[config.mk]
export PLATFORM = sky130hd
export DESIGN_NAME = img_frame_seq_ctrl_flat
export DESIGN_NICKNAME = d
export VERILOG_FILES = /design/src/rtl/img_pipe_pkg.sv /design/src/rtl/img_frame_seq_ctrl_if.sv /design/src/rtl/img_frame_monitor.sv /design/src/rtl/img_frame_seq_ctrl.sv /design/src/flat_wrapper.sv
export SDC_FILE = /design/constraint.sdc
export NUM_CORES = 1
export LEC_CHECK = 0
export ABC_AREA = 1
export BUFFER_PORTS_ARGS = -buffer_cell sky130_fd_sc_hd__buf_2
export CORE_ASPECT_RATIO = 0.6
export CORE_MARGIN = 4
export CORE_UTILIZATION = 42
export CTS_CLUSTER_SIZE = 28
export DETAILED_ROUTE_END_ITERATION = 10
export PLACE_DENSITY = 0.69
export SKIP_LAST_GASP = 1
export SLEW_MARGIN = 20
export SYNTH_ARGS = -nofsm -noshare
export SYNTH_HDL_FRONTEND = slang
export SYNTH_SLANG_ARGS = --single-unit
[constraint.sdc]
create_clock -name HCLK -period 2.2 [get_ports HCLK]
set_input_delay 0.11 -clock HCLK [delete_from_list [all_inputs] [get_ports HCLK]]
set_output_delay 0.11 -clock HCLK [all_outputs]
set_load 0.05 [all_outputs]
[src/rtl/img_pipe_pkg.sv]
// Shared encodings for the image pipeline sequencer: operations, error codes,
// controller states and the debug view of the controller.
package img_pipe_pkg;

    typedef enum logic [1:0] {
        OP_BYPASS = 2'd0,
        OP_BRIGHT = 2'd1,
        OP_INVERT = 2'd2,
        OP_THRESH = 2'd3
    } op_e;

    typedef enum logic [1:0] {
        ERR_ABORT   = 2'd0,
        ERR_TIMEOUT = 2'd1,
        ERR_LINE    = 2'd2,
        ERR_FRAME   = 2'd3
    } err_e;

    typedef enum logic [2:0] {
        S_IDLE       = 3'd0,
        S_LAUNCH     = 3'd1,
        S_WAIT_VSYNC = 3'd2,
        S_RUN        = 3'd3,
        S_GAP        = 3'd4,
        S_DONE       = 3'd5,
        S_ERR        = 3'd6
    } seq_state_e;

    typedef struct packed {
        seq_state_e state;
        logic       vsync_seen;
    } seq_dbg_t;

    // Stall timer width is fixed; TIMEOUT must fit in it.
    localparam int TIMER_W = 20;

    // A frame count of zero still runs a single frame.
    function automatic logic [7:0] frames_at_least_one(input logic [7:0] frames);
        return (frames == 8'd0) ? 8'd1 : frames;
    endfunction

endpackage

[src/rtl/img_frame_seq_ctrl_if.sv]
// Command channel from the host into the frame sequencer.
// Handshake: a command transfers on a cycle with cmd_valid && cmd_ready; the
// payload must be stable while cmd_valid is high; cmd_ready is high only in IDLE.
interface img_frame_seq_ctrl_if;
    import img_pipe_pkg::*;

    logic       cmd_valid;
    logic       cmd_ready;
    logic [1:0] cmd_op;
    logic [7:0] cmd_frames;
    logic [7:0] cmd_value;
    logic [7:0] cmd_thresh;
    logic       cmd_sign;

    modport master (
        output cmd_valid, cmd_op, cmd_frames, cmd_value, cmd_thresh, cmd_sign,
        input  cmd_ready
    );

    modport slave (
        input  cmd_valid, cmd_op, cmd_frames, cmd_value, cmd_thresh, cmd_sign,
        output cmd_ready
    );

endinterface

[src/rtl/img_frame_monitor.sv]
// Watches reader HSYNC/done to track pairs per line and lines per frame, and
// times reader inactivity; reports single-cycle status pulses to the FSM.
module img_frame_monitor
    import img_pipe_pkg::*;
#(
    parameter int WIDTH   = 768,
    parameter int HEIGHT  = 512,
    parameter int TIMEOUT = 1048575
) (
    input  logic HCLK,
    input  logic HRESETn,
    input  logic wait_en,
    input  logic run_en,
    input  logic rd_hsync,
    input  logic rd_done,
    output logic start_seen,
    output logic line_ok,
    output logic line_bad,
    output logic frame_ok,
    output logic frame_bad,
    output logic timeout
);

    localparam int PAIRS = WIDTH / 2;
    localparam int PW    = $clog2(PAIRS + 1);
    localparam int LW    = $clog2(HEIGHT + 1);

    localparam logic [PW-1:0]      PAIRS_FULL = PW'(PAIRS);
    localparam logic [PW-1:0]      PAIRS_LAST = PW'(PAIRS - 1);
    localparam logic [LW-1:0]      LINE_LAST  = LW'(HEIGHT - 1);
    localparam logic [TIMER_W-1:0] TIMEOUT_L  = TIMER_W'(TIMEOUT);

    logic [PW-1:0]      pair_cnt;
    logic [LW-1:0]      line_cnt;
    logic [TIMER_W-1:0] timer;
    logic               hsync_d;
    logic               line_end;
    logic               frame_end;
    logic               geom_ok;

    always_comb begin
        line_end   = run_en & hsync_d & ~rd_hsync;
        frame_end  = run_en & rd_done & rd_hsync;
        // pair_cnt is still the pre-increment value on the final data cycle
        geom_ok    = (line_cnt == LINE_LAST) && (pair_cnt == PAIRS_LAST);
        start_seen = wait_en & rd_hsync;
        line_ok    = line_end & (pair_cnt == PAIRS_FULL);
        line_bad   = line_end & (pair_cnt != PAIRS_FULL);
        frame_ok   = frame_end & geom_ok;
        frame_bad  = frame_end & ~geom_ok;
        timeout    = (wait_en | run_en) & (timer == TIMEOUT_L);
    end

    always_ff @(posedge HCLK or negedge HRESETn) begin
        if (!HRESETn) begin
            hsync_d  <= 1'b0;
            pair_cnt <= '0;
            line_cnt <= '0;
            timer    <= '0;
        end else begin
            hsync_d <= rd_hsync;
            if (!(wait_en || run_en)) begin
                pair_cnt <= '0;
                line_cnt <= '0;
                timer    <= '0;
            end else begin
                if (rd_hsync) begin
                    timer <= '0;
                end else if (timer != '1) begin
                    timer <= timer + TIMER_W'(1);
                end

                // Counters saturate so an over-long line or frame is still
                // caught by the full-width compares above.
                if (start_seen) begin
                    pair_cnt <= PW'(1);
                    line_cnt <= '0;
                end else if (run_en) begin
                    if (rd_hsync) begin
                        if (pair_cnt != '1) begin
                            pair_cnt <= pair_cnt + PW'(1);
                        end
                    end else if (line_ok) begin
                        pair_cnt <= '0;
                        if (line_cnt != '1) begin
                            line_cnt <= line_cnt + LW'(1);
                        end
                    end
                end
            end
        end
    end

endmodule

[src/rtl/img_frame_seq_ctrl.sv]
// Frame sequencer: accepts one command, holds the pipeline configuration,
// launches the reader once per frame and reports completion or errors.
module img_frame_seq_ctrl
    import img_pipe_pkg::*;
#(
    parameter int WIDTH      = 768,
    parameter int HEIGHT     = 512,
    parameter int GAP_CYCLES = 16,
    parameter int TIMEOUT    = 1048575
) (
    input  logic                       HCLK,
    input  logic                       HRESETn,
    img_frame_seq_ctrl_if.slave        cmd,
    input  logic                       abort,
    output logic                       rd_start,
    input  logic                       rd_vsync,
    input  logic                       rd_hsync,
    input  logic                       rd_done,
    output logic [1:0]                 op_sel,
    output logic [7:0]                 cfg_value,
    output logic [7:0]                 cfg_thresh,
    output logic                       cfg_sign,
    output logic                       busy,
    output logic [7:0]                 frame_idx,
    output logic                       seq_done,
    output logic                       err,
    output logic [1:0]                 err_code,
    output seq_dbg_t                   dbg
);

    localparam int GW = $clog2(GAP_CYCLES + 1);
    localparam logic [GW-1:0] GAP_LAST = GW'(GAP_CYCLES - 1);

    seq_state_e state;
    seq_state_e state_next;
    err_e       code_next;

    logic [7:0]    frames_left;
    logic [GW-1:0] gap_cnt;
    logic          vsync_seen;
    logic          accept;
    logic          wait_en;
    logic          run_en;
    logic          start_seen;
    logic          line_ok;
    logic          line_bad;
    logic          frame_ok;
    logic          frame_bad;
    logic          timeout;

    assign wait_en = (state == S_WAIT_VSYNC);
    assign run_en  = (state == S_RUN);
    assign accept  = (state == S_IDLE) && cmd.cmd_valid;

    img_frame_monitor #(
        .WIDTH   (WIDTH),
        .HEIGHT  (HEIGHT),
        .TIMEOUT (TIMEOUT)
    ) u_monitor (
        .HCLK       (HCLK),
        .HRESETn    (HRESETn),
        .wait_en    (wait_en),
        .run_en     (run_en),
        .rd_hsync   (rd_hsync),
        .rd_done    (rd_done),
        .start_seen (start_seen),
        .line_ok    (line_ok),
        .line_bad   (line_bad),
        .frame_ok   (frame_ok),
        .frame_bad  (frame_bad),
        .timeout    (timeout)
    );

    always_ff @(posedge HCLK or negedge HRESETn) begin
        if (!HRESETn) begin
            state <= S_IDLE;
        end else begin
            state <= state_next;
        end
    end

    // Branch order encodes priority: abort > timeout > frame end > line length.
    always_comb begin
        state_next = state;
        code_next  = ERR_ABORT;
        case (state)
            S_IDLE: begin
                if (accept) state_next = S_LAUNCH;
            end
            S_LAUNCH: begin
                state_next = S_WAIT_VSYNC;
            end
            S_WAIT_VSYNC: begin
                if (timeout) begin
                    state_next = S_ERR;
                    code_next  = ERR_TIMEOUT;
                end else if (start_seen) begin
                    state_next = S_RUN;
                end
            end
            S_RUN: begin
                if (timeout) begin
                    state_next = S_ERR;
                    code_next  = ERR_TIMEOUT;
                end else if (frame_ok) begin
                    state_next = (frames_left == 8'd1) ? S_DONE : S_GAP;
                end else if (frame_bad) begin
                    state_next = S_ERR;
                    code_next  = ERR_FRAME;
                end else if (line_bad) begin
                    state_next = S_ERR;
                    code_next  = ERR_LINE;
                end
            end
            S_GAP: begin
                if (gap_cnt == GAP_LAST) state_next = S_LAUNCH;
            end
            S_DONE:  state_next = S_IDLE;
            S_ERR:   state_next = S_IDLE;
            default: state_next = S_IDLE;
        endcase
        if (abort && (state != S_IDLE)) begin
            state_next = S_ERR;
            code_next  = ERR_ABORT;
        end
    end

    always_ff @(posedge HCLK or negedge HRESETn) begin
        if (!HRESETn) begin
            op_sel      <= 2'd0;
            cfg_value   <= 8'd0;
            cfg_thresh  <= 8'd0;
            cfg_sign    <= 1'b0;
            frames_left <= 8'd0;
            frame_idx   <= 8'd0;
            err         <= 1'b0;
            err_code    <= 2'd0;
            gap_cnt     <= '0;
            vsync_seen  <= 1'b0;
        end else begin
            if (accept) begin
                op_sel      <= cmd.cmd_op;
                cfg_value   <= cmd.cmd_value;
                cfg_thresh  <= cmd.cmd_thresh;
                cfg_sign    <= cmd.cmd_sign;
                frames_left <= frames_at_least_one(cmd.cmd_frames);
                frame_idx   <= 8'd0;
                err         <= 1'b0;
                err_code    <= 2'd0;
            end

            if (state_next == S_ERR) begin
                err      <= 1'b1;
                err_code <= code_next;
            end

            if (run_en && frame_ok && (state_next != S_ERR)) begin
                frames_left <= frames_left - 8'd1;
                if (state_next == S_GAP) begin
                    frame_idx <= frame_idx + 8'd1;
                end
            end

            gap_cnt <= (state == S_GAP) ? gap_cnt + GW'(1) : '0;

            // VSYNC only feeds the debug view; it does not steer the sequence.
            if (state == S_LAUNCH) begin
                vsync_seen <= 1'b0;
            end else if ((wait_en || run_en) && rd_vsync) begin
                vsync_seen <= 1'b1;
            end
        end
    end

    always_comb begin
        rd_start      = (state == S_LAUNCH);
        busy          = (state != S_IDLE);
        seq_done      = (state == S_DONE);
        cmd.cmd_ready = (state == S_IDLE) && HRESETn;
        dbg.state      = state;
        dbg.vsync_seen = vsync_seen;
    end

endmodule
[src/flat_wrapper.sv]
// flat-port wrapper written by rule: the top's interface ports become plain ports
module img_frame_seq_ctrl_flat import img_pipe_pkg::*;
#(
    parameter int WIDTH      = 768,
    parameter int HEIGHT     = 512,
    parameter int GAP_CYCLES = 16,
    parameter int TIMEOUT    = 1048575
)
  (HCLK, HRESETn, abort, rd_start, rd_vsync, rd_hsync, rd_done, op_sel, cfg_value, cfg_thresh, cfg_sign, busy, frame_idx, seq_done, err, err_code, dbg, cmd_cmd_valid, cmd_cmd_op, cmd_cmd_frames, cmd_cmd_value, cmd_cmd_thresh, cmd_cmd_sign, cmd_cmd_ready);
  img_frame_seq_ctrl_if cmd_i ();
  input  logic HCLK;
  input  logic HRESETn;
  input  logic abort;
  output logic rd_start;
  input  logic rd_vsync;
  input  logic rd_hsync;
  input  logic rd_done;
  output logic [1:0] op_sel;
  output logic [7:0] cfg_value;
  output logic [7:0] cfg_thresh;
  output logic cfg_sign;
  output logic busy;
  output logic [7:0] frame_idx;
  output logic seq_done;
  output logic err;
  output logic [1:0] err_code;
  output seq_dbg_t dbg;
  input wire logic [$bits(cmd_i.cmd_valid)-1:0] cmd_cmd_valid;
  input wire logic [$bits(cmd_i.cmd_op)-1:0] cmd_cmd_op;
  input wire logic [$bits(cmd_i.cmd_frames)-1:0] cmd_cmd_frames;
  input wire logic [$bits(cmd_i.cmd_value)-1:0] cmd_cmd_value;
  input wire logic [$bits(cmd_i.cmd_thresh)-1:0] cmd_cmd_thresh;
  input wire logic [$bits(cmd_i.cmd_sign)-1:0] cmd_cmd_sign;
  output wire logic [$bits(cmd_i.cmd_ready)-1:0] cmd_cmd_ready;
  assign cmd_i.cmd_valid = cmd_cmd_valid;
  assign cmd_i.cmd_op = cmd_cmd_op;
  assign cmd_i.cmd_frames = cmd_cmd_frames;
  assign cmd_i.cmd_value = cmd_cmd_value;
  assign cmd_i.cmd_thresh = cmd_cmd_thresh;
  assign cmd_i.cmd_sign = cmd_cmd_sign;
  assign cmd_cmd_ready = cmd_i.cmd_ready;
  img_frame_seq_ctrl #(.WIDTH(WIDTH), .HEIGHT(HEIGHT), .GAP_CYCLES(GAP_CYCLES), .TIMEOUT(TIMEOUT)) u_core (.HCLK(HCLK), .HRESETn(HRESETn), .cmd(cmd_i), .abort(abort), .rd_start(rd_start), .rd_vsync(rd_vsync), .rd_hsync(rd_hsync), .rd_done(rd_done), .op_sel(op_sel), .cfg_value(cfg_value), .cfg_thresh(cfg_thresh), .cfg_sign(cfg_sign), .busy(busy), .frame_idx(frame_idx), .seq_done(seq_done), .err(err), .err_code(err_code), .dbg(dbg));
endmodule
# Word level (Yosys, flattened, before mapping)
# Cells that the tools add are included.
[totals]
ff_bits = 87
input_bits = 34
elab_cells = 121
[classes]
n_addsub = 6
eq_ne = 25
n_mux = 46
bitwise_logic = 13
reduce_logical = 16
[op_table]
columns = ["cell", "count"]
rows = [
  ["$mux 10", 6],
  ["$mux 20", 3],
  ["$mux 9", 6],
  ["$mux 8", 6],
  ["$mux 3", 9],
  ["$add 20x1->20 const B", 1],
  ["$eq 20x20->1 const B", 1],
  ["$ne 20x20->1 const B", 1],
  ["$eq 9x9->1 const B", 2],
  ["$ne 9x9->1 const B", 2],
  ["$pmux 3 s5", 1],
  ["$mux 2", 7],
  ["$eq 3x3->1 const B", 4],
  ["$add 10x1->10 const B", 1],
  ["$and 1x1->1", 10],
  ["$eq 10x9->1 const B", 1],
  ["$ne 10x10->1 const B", 1],
  ["$add 9x1->9 const B", 1],
  ["$add 8x1->8 const B", 1],
  ["$eq 8x1->1 const B", 1],
  ["$logic_not 8->1", 1],
  ["$sub 8x1->8 const B", 1],
  ["$logic_and 1x1->1", 7],
  ["$eq 3x2->1 const B", 2],
  ["other kinds (19)", 30],
]

# Depth between registers and ports, before layout
# Gate-level depths: netlist (run 1).
[logic_depth]
word_depth = 13
ltp_mapped = 17
depth_no_buf = 17

# By module
# From an unflattened synthesis (run 1), not the netlist that was laid out.
[unflattened]
hier_cells = 671
hier_area_um2 = 5177.5
[modules_own_cells]
columns = ["mod", "n_inst", "cells_per_inst", "area_each_um2", "seq_area_each_um2"]
rows = [
  ["img_frame_monitor", 1, 371, 2702.6, 1001.0],
  ["img_frame_seq_ctrl", 1, 300, 2474.9, 1176.1],
]

# Least setup slack after synthesis (run 1)
# No wires, ideal clock.
[synth_path]
path_kind = "reg-to-reg"
from = "reg u_core.state[0]"
to = "reg u_core.frame_idx[7]"
setup_ns = 0.073
t_arrival_ns = 2.278
t_required_ns = 2.127
setup_slack_ns = -0.151
stages_incl_launch_ff = 12
n_path_buf = 1
cell_sequence = "dfrtp_1 -> nor2_1 -> inv_2 -> nor2_1 -> inv_1 -> nand2_1 -> nand2_1 -> nand3_4 -> nand2_4 -> buf_6 -> inv_2 -> a21oi_2"
[synth_between]
elab_cells_between_ends = 35
[synth_rtl]
columns = ["item", "line_no", "source"]
rows = [
  ["start: declaration", "img_frame_seq_ctrl.sv:34", "seq_state_e state;"],
  ["start signal: assignment", "img_frame_seq_ctrl.sv:78", "state <= state_next;"],
  ["$reduce_bool 3->1 *", "n/a", ""],
  ["net busy", "flat_wrapper.sv:22", "output logic busy;"],
  ["$logic_and 1x1->1 *", "img_frame_seq_ctrl.sv:122", "if (abort && (state != S_IDLE)) begin"],
  ["$mux 3 *", "img_frame_seq_ctrl.sv:122", ""],
  ["net u_core.state_next[1]", "img_frame_seq_ctrl.sv:35", "seq_state_e state_next;"],
  ["$eq 3x3->1 / $ne 3x3->1 (equally long branches)", "img_frame_seq_ctrl.sv:159, img_frame_seq_ctrl.sv:157", ""],
  ["$mux 8 / $logic_and 1x1->1 (equally long branches)", "img_frame_seq_ctrl.sv:159, img_frame_seq_ctrl.sv:157", ""],
  ["$mux 8 *", "img_frame_seq_ctrl.sv:157", "if (run_en && frame_ok && (state_next != S_ERR)) begin"],
  ["end signal: assignment", "img_frame_seq_ctrl.sv:160", "frame_idx <= frame_idx + 8'd1;"],
  ["end: declaration", "img_frame_seq_ctrl.sv:24", "output logic [7:0] frame_idx,"],
]
# The timed path passes the listed nets; every way through them passes the cells marked *.
# A chain may end at the register's enable or synchronous reset.

# Worst setup path after layout (run 1)
[layout_path]
from = "reg u_core.u_monitor.timer[1]"
to = "reg u_core.frames_left[1]"
[layout_between]
elab_chain_len = 8
elab_cells_between_ends = 10
[layout_rtl]
columns = ["item", "line_no", "source"]
rows = [
  ["start: declaration", "img_frame_monitor.sv:35", "logic [TIMER_W-1:0] timer;"],
  ["start signal: assignment", "img_frame_monitor.sv:70", "timer <= timer + TIMER_W'(1);"],
  ["$eq 20x20->1 *", "img_frame_monitor.sv:51", "timeout = (wait_en | run_en) & (timer == TIMEOUT_L);"],
  ["$and 1x1->1 *", "img_frame_monitor.sv:51", ""],
  ["$mux 3, on equally long branches", "img_frame_seq_ctrl.sv:102, img_frame_seq_ctrl.sv:94", ""],
  ["$pmux 3 s5 *", "img_frame_seq_ctrl.sv:86", "case (state)"],
  ["$mux 3 *", "img_frame_seq_ctrl.sv:122", ""],
  ["net u_core.state_next[2]", "img_frame_seq_ctrl.sv:35", ""],
  ["$ne 3x3->1 *", "img_frame_seq_ctrl.sv:157", ""],
  ["$logic_and 1x1->1 *", "img_frame_seq_ctrl.sv:157", ""],
  ["$mux 8 / $reduce_bool 2->1 (equally long branches)", "n/a", ""],
  ["end signal: assignment", "img_frame_seq_ctrl.sv:146", "frames_left <= frames_at_least_one(cmd.cmd_frames);"],
  ["end signal: assignment", "img_frame_seq_ctrl.sv:158", "frames_left <= frames_left - 8'd1;"],
  ["end: declaration", "img_frame_seq_ctrl.sv:38", "logic [7:0] frames_left;"],
]
# Marked as above.

==> impl_metrics.tcl, run 1 <==
set metrics [dict create \
    status "finished with violations" \
    failed_checks "negative setup slack" \
    final-hold-violation-count 0 \
    n_antenna_cell 0 \
    area_growth_pct 33.7 \
    setup_slack_ns -0.00875 \
    antenna_found_initial 0 \
    seqPwrFrac_pct 31.3 \
    wl_per_cell_um 14.0 \
    rsz0062_at_grt "yes" \
    gr-total-overflow 0 \
    root_buffer "clkbuf_16" \
    ys_top_cells_by_count "195 x nand2_1, 87 x dfrtp_1, 64 x inv_1" \
    r2r-start "u_core.u_monitor.timer[1]" \
    worst_pin_slew_ns 0.468 \
    place_inst 847 \
    grt_pass1_vias 4173 \
    crit_start "u_core.u_monitor.timer[1]" \
    pin_count 72 \
    setup_violations 1 \
    yosysWarnings 0 \
    crit_chain "ha_4, nand2_4, nor2_4, nand2_2, nor2_4, nand2_2, nor2_4, nand2_4, o211ai_4, nand3_4, buf_12, nand3_2, nand2_1, inv_1, nand2_1" \
    die-area_sq_um 13200 \
    slew_headroom_pct 68.5 \
    leakage_nw 3.23 \
    syn_area_sq_um 4760 \
    worst_clock_skew_ns 0.00498 \
    slowest_stage "dfrtp_1" \
    htree_levels 3 \
    seq_area_frac_synth_pct 45.7 \
    grt_max_degree 88 \
    vias 4555 \
    io_buffers 71 \
    ys.flop_type "dfrtp_1" \
    power.switching_mw 2.84 \
    required_ns 2.44 \
    vias_per_cell 5.06 \
    period_needed_ns 2.21 \
    synth.top_cell.area_share_pct 45.7 \
    power.share.clock_pct 26.7 \
    cpMostUsedCell "nor2_4" \
    worstPathArrival_ns 2.45 \
    drc 0 \
    fin_cells 900 \
    critPathLaunchType "flop" \
    synth_top_cell_by_area "dfrtp_1" \
    fillers 924 \
    slowest_delay_ns 0.40 \
    synth-edff-count 0 \
    synth_area_leaders "dfrtp_1 46%, nand2_1 15%, inv_1 5.0%" \
    seq_area_sq_um 2180 \
    finalNetCount 800 \
    clk_latency_ns 0.35 \
    coreArea_sq_um 10800 \
    netlist_instances 618 \
    syn_area_per_cell_sq_um 7.71 \
    hp-start "cmd_cmd_frames[4]" \
    grt_use_total_pct 18.7 \
    power.density_nw_per_um2 1070 \
    cap_viol_max_count 0 \
    dpl.hpwl_um 8810 \
    start_util_pct 44.0 \
    intPower_mw 3.94 \
    min-delay-path-class "in2reg" \
    path_class "reg2reg" \
    synth.distinct_cells 44 \
    peakVddDrop_mv 0.570 \
    cp-end-kind "flop" \
    drive_above_1_share_pct 26.7 \
    period_share_pct 100 \
    slew_violations 0 \
    ant_nets 0 \
    final_area_sq_um 6360 \
    critPathMaxFanout 7 \
    grt_pass1_wl_um 20400 \
    fin_util_pct 58.9 \
    rows 29 \
    drtIter0Drc 275 \
    cts_buffers 9 \
    wirelength_um 12600 \
    p_sw_share_pct 41.9 \
    synth-seq-cells 87 \
    timing.fmax_mhz 453 \
    async_flop_share_pct 100 \
    power_mw 6.79 \
    synthesis.nets 662 \
    synth_most_common_cell "nand2_1" \
    clock-sinks 87 \
    die_y_um 90.5 \
    place_congestion 0.838 \
    clock_path_buffers 2 \
    clkTransAtPathRegs_ns 0.06 \
    post_dp_cell_area_sq_um 5490 \
    cts_tree "built" \
    drt-pass1-iter-count 5 \
    die_w_um 145 \
    pwr-share-comb_pct 42.0 \
    post-place-ws_ns 0.00216 \
    multiInputGateArea_sq_um 2390 \
]
==> per-stage QoR <==
step | hold slack, ns | setup TNS (ns)
after global placement | 0.226 | 0
after floorplan | -0.186 | 0
after global routing | 0.104 | -1.56
final | 0.0864 | -0.00875
after CTS | 0.0758 | -0.00203
after detailed placement | 0.226 | 0
==> cells in the final DEF, fill, tap and decap left out, types with 8 or more instances in the layout <==
cell type,netlist,routed
nand2_2,4,12
buf_4,1,40
a21oi_1,29,27
inv_1,64,62
nand3_1,39,34
nand4_1,9,9
inv_2,15,17
nor3_1,14,13
xor2_1,8,8
o21ai_0,14,13
nand2_1,195,185
dfrtp_1,87,85
dlygate4sd3_1,0,22
buf_2,1,70
clkbuf_16,0,10
nor2_1,60,57
o21a_1,9,9
==> cell type report <==
class                      instances  share of cell area (%)
timing repair buffer             137                    15.1
clock buffer                      10                    3.75
tap                              139                    2.73
sequential                        87                    34.2
clock inverter                     6                    1.81
multi-input combinational        441                    37.6
inverter                          80                    4.78
==> cell families after synthesis <==
kind of cell / share of synthesized area [%]
AO/OA/AOI/OAI: 9.01
XOR/XNOR: 2.57
adder cells (fa/ha/maj): 2.63
buffers and inverters: 7.59
flip-flops: 45.7
AND/OR/NAND/NOR: 32.5
==> metal layers <==
layer	part of all wire, %	vias to the layer above	track usage [%]
met5	0	-	0
met4	1.3	0	5.13
met3	4.3	13	4.56
met2	45	100	27.4
met1	49	2185	27.5
li1	-	2257	-
==> path summary, 6_finish.rpt <==
| path | to | slack [ns] | cells after the start |
|---|---|---|---|
| worst min register to register | u_core.gap_cnt[0] | 0.47 | 1 |
| worst min-delay path | u_core.frames_left[4] | 0.09 | 5 |
| min in group asynchronous | u_core.gap_cnt[3] | 0.37 | 3 |
| worst max-delay path | u_core.frames_left[1] | -0.009 | 15 |
| worst max register to register | u_core.frames_left[1] | -0.009 | 15 |
| max in group asynchronous | u_core.u_monitor.timer[12] | 1.45 | 3 |
==> power by group through the flow <==
stage	clock [mW]	sequential (mW)	combinational, mW
global placement	0	2.12	2.54
detailed placement	0	2.13	2.59
floorplan	0	2.79	1.15
global route	1.92	2.15	3.08
finish	1.82	2.12	2.85
CTS	1.85	2.11	2.62
==> critical path, delay by kind of cell (launching register included) <==
kind	cells	cell delay [ns]
AND/OR/NAND/NOR	11	1.05
AO/OA/AOI/OAI	1	0.22
buffers and inverters	2	0.25
flip-flops	1	0.40
adder cells (fa/ha/maj)	1	0.17
==> flip-flops by register name, indices dropped and copies added, names as in the netlist, 2 cells and up <==
register,cells
u_core.u_monitor.timer,20
u_core.u_monitor.line_cnt,10
u_core.u_monitor.pair_cnt,9
u_core.cfg_thresh,8
u_core.cfg_value,8
u_core.frame_idx,8
u_core.frames_left,8
u_core.gap_cnt,5
u_core.state,3
u_core.err_code,2
u_core.op_sel,2
==> what timing repair did <==
| item | in CTS | in global routing |
|---|---|---|
| hold buffers | 22 | 0 |
| setup buffers | 0 | 13 |
| setup endpoints to repair | 7 | 31 |
| resized for setup | 1 | 43 |
| pin swaps | 0 | 16 |
| hold endpoints to repair | 108 | 0 |
| gates cloned | 0 | 2 |
Power figures use the tool's default switching activity.
==> run 2, diff against run 1 <==
--- a/config.mk
+++ b/config.mk
@@ -10,6 +10,7 @@
 export CORE_ASPECT_RATIO = 0.6
 export CORE_MARGIN = 4
 export CORE_UTILIZATION = 42
+export CTS_BUF_LIST = sky130_fd_sc_hd__clkbuf_8
 export CTS_CLUSTER_SIZE = 28
 export DETAILED_ROUTE_END_ITERATION = 10
 export PLACE_DENSITY = 0.69
==> constraint.sdc (replaced) <==
create_clock -name HCLK -period 2.35 [get_ports HCLK]
set_input_delay 0.1175 -clock HCLK [delete_from_list [all_inputs] [get_ports HCLK]]
set_output_delay 0.1175 -clock HCLK [all_outputs]
set_load 0.05 [all_outputs]
==> run 2 against run 1 <==
The flow now finishes without violations. Via count is 1.7% lower. Register-to-register slack better by 0.11 ns. Total power is 17% lower. Worst hold slack worse by 0.032 ns. Final cell count is 2.6% lower. Worst setup slack better by 0.11 ns. Die area stayed put. Sequential power is 6% lower. Global-route usage is 0.36 points lower. Fmax is 1.6% lower. Highest routed layer unchanged.
==> impl_metrics.tcl, run 2 (same netlist as run 1, synthesis figures left out) <==
set metrics [dict create \
    status "finished, final reports clean" \
    drt-pass1-iter-count 7 \
    leakage_nw 3.05 \
    cp-end-kind "flop" \
    worst_clock_skew_ns 0.0115 \
    reg_top3 "u_core.u_monitor.timer: 20 flops, u_core.u_monitor.line_cnt: 10 flops, u_core.u_monitor.pair_cnt: 9 flops" \
    area_growth_pct 25.6 \
    gr-total-overflow 0 \
    period_needed_ns 2.25 \
    critPathLaunchType "flop" \
    largest_reg_flops 20 \
    ant_nets 0 \
    final-hold-violation-count 0 \
    setup_violations 0 \
    hp-start "cmd_cmd_frames[1]" \
    start_util_pct 44.0 \
    wl_per_cell_um 14.2 \
    final_area_sq_um 5980 \
    die-area_sq_um 13200 \
    pin_count 72 \
    worst_pin_slew_ns 0.606 \
    worstPathArrival_ns 2.51 \
    die_w_um 145 \
    whs_endpoint "u_core.frames_left[1]" \
    regToRegEndpoint "u_core.frames_left[3]" \
    critPathMaxFanout 8 \
    drive_above_1_share_pct 23.2 \
    grt_use_total_pct 18.3 \
    required_ns 2.61 \
    min-delay-path-class "in2reg" \
    peakVddDrop_mv 0.593 \
    r2r-start "u_core.u_monitor.timer[0]" \
    timing.fmax_mhz 445 \
    cap_viol_max_count 0 \
    vias 4479 \
    root_buffer "clkbuf_8" \
    antenna_found_initial 0 \
    clk_latency_ns 0.37 \
    grt_pass1_wl_um 20100 \
    drtIter0Drc 432 \
    n_antenna_cell 0 \
    post_dp_cell_area_sq_um 5310 \
    rows 29 \
    finalNetCount 777 \
    rsz0062_at_grt "yes" \
    setup_tns_ns 0 \
    htree_levels 3 \
    wl_met1_um 6000 \
    vias_per_cell 5.11 \
    cts_tree "built" \
    io_buffers 71 \
    wl_met2_um 5390 \
    drc 0 \
    hold_slack_ns 0.0547 \
    r2r_slack_ns 0.10 \
    power_mw 5.61 \
    die_y_um 90.5 \
    final_common_cell "nand2_1" \
    slew_headroom_pct 59.2 \
    dpl.hpwl_um 8570 \
    slew_violations 0 \
    clock-sinks 87 \
    topRoutingLayerUsed "met4" \
    place_congestion 0.844 \
    coreArea_sq_um 10800 \
    reg2reg_depth 16 \
    cts_buffers 9 \
    grt_max_degree 72 \
    clock_path_buffers 2 \
    worstHoldPathCells 5 \
    path_class "reg2reg" \
    power.density_nw_per_um2 938 \
    clkTransAtPathRegs_ns 0.09 \
    wl_met3_um 848 \
    regMostFlops "u_core.u_monitor.timer" \
    period_share_pct 95.5 \
    grt_pass1_vias 4107 \
    wirelength_um 12400 \
    final_cell_mix "184 x nand2_1, 85 x dfrtp_1, 70 x buf_2, 65 x inv_1, 57 x nor2_1" \
]
==> run 2: cell types whose count changed in the layout (fill, tap and decap cells not counted), moves of 3 or more <==
cell / delta
buf_4: -20
clkbuf_16: -9
clkbuf_8: +8
inv_1: +3
nand3_1: +3
==> run 2: where the power goes <==
| group | switching, mW | internal, mW |
|---|---|---|
| combinational | 1.80 | 0.764 |
| clock | 0.562 | 0.493 |
| sequential | 0.219 | 1.78 |
| total | 2.58 | 3.03 |
==> run 2: worst max-delay path by stage <==
stage,from,to,slack (ns),depth (start not counted)
after floorplan,u_core.state[1],u_core.frame_idx[7],0.03,11
after global placement,u_core.state[1],u_core.frames_left[7],0.08,10
after detailed placement,u_core.state[1],u_core.frames_left[5],0.009,10
after CTS,u_core.u_monitor.timer[0],u_core.frames_left[5],0.01,16
after global routing,u_core.u_monitor.timer[0],u_core.frames_left[2],-0.04,16
final,u_core.u_monitor.timer[0],u_core.frames_left[3],0.10,16
==> run 2: area by class of cell <==
type,count,area (sq um)
fillers,985,4830
multi-input cells,440,2340
flip-flops and latches,87,2180
repair buffers,115,786
inverters,80,302
well taps,139,174
clock buffers,9,124
clock inverters,7,73.8
==> run 2: critical path, stage by stage (launching register included) <==
cell,delay [ns]
dfrtp_1,0.41
ha_2,0.21
nand2_2,0.07
nor2_4,0.14
nand2_2,0.09
nor2_4,0.15
nand3_4,0.12
nand2_2,0.09
nand2_1,0.05
o21bai_4,0.17
nand2_4,0.09
nand3_4,0.15
buf_12,0.19
nand2_2,0.06
nand2_1,0.05
nand2_1,0.06
nand2_1,0.04
==> run 2: routing by layer <==
metal  track usage, %  up-vias
met5                0        -
met1             27.9     2100
li1                 -     2201
met3             4.66       25
met4             4.66        0
met2             25.8      153
==> run 2: stage by stage <==
stage,worst slack [ns],util (%),std cells
2_1_floorplan,0.0325,-,618
3_3_place_gp,0.0844,49.1,826
3_5_place_dp,0.00903,49.1,826
4_1_cts,0.0117,53.0,864
5_1_grt,-0.0352,55.3,877
6_report,0.105,55.3,877
==> run 2: repair_timing <==
| item | in CTS | in global routing |
|---|---|---|
| endpoints found under the hold margin | 62 | 0 |
| buffers inserted | 0 | 12 |
| endpoints found under the setup margin | 3 | 26 |
| gates cloned | 0 | 1 |
| pin swaps | 0 | 9 |
| hold buffers | 22 | 0 |
| resized for setup | 1 | 32 |
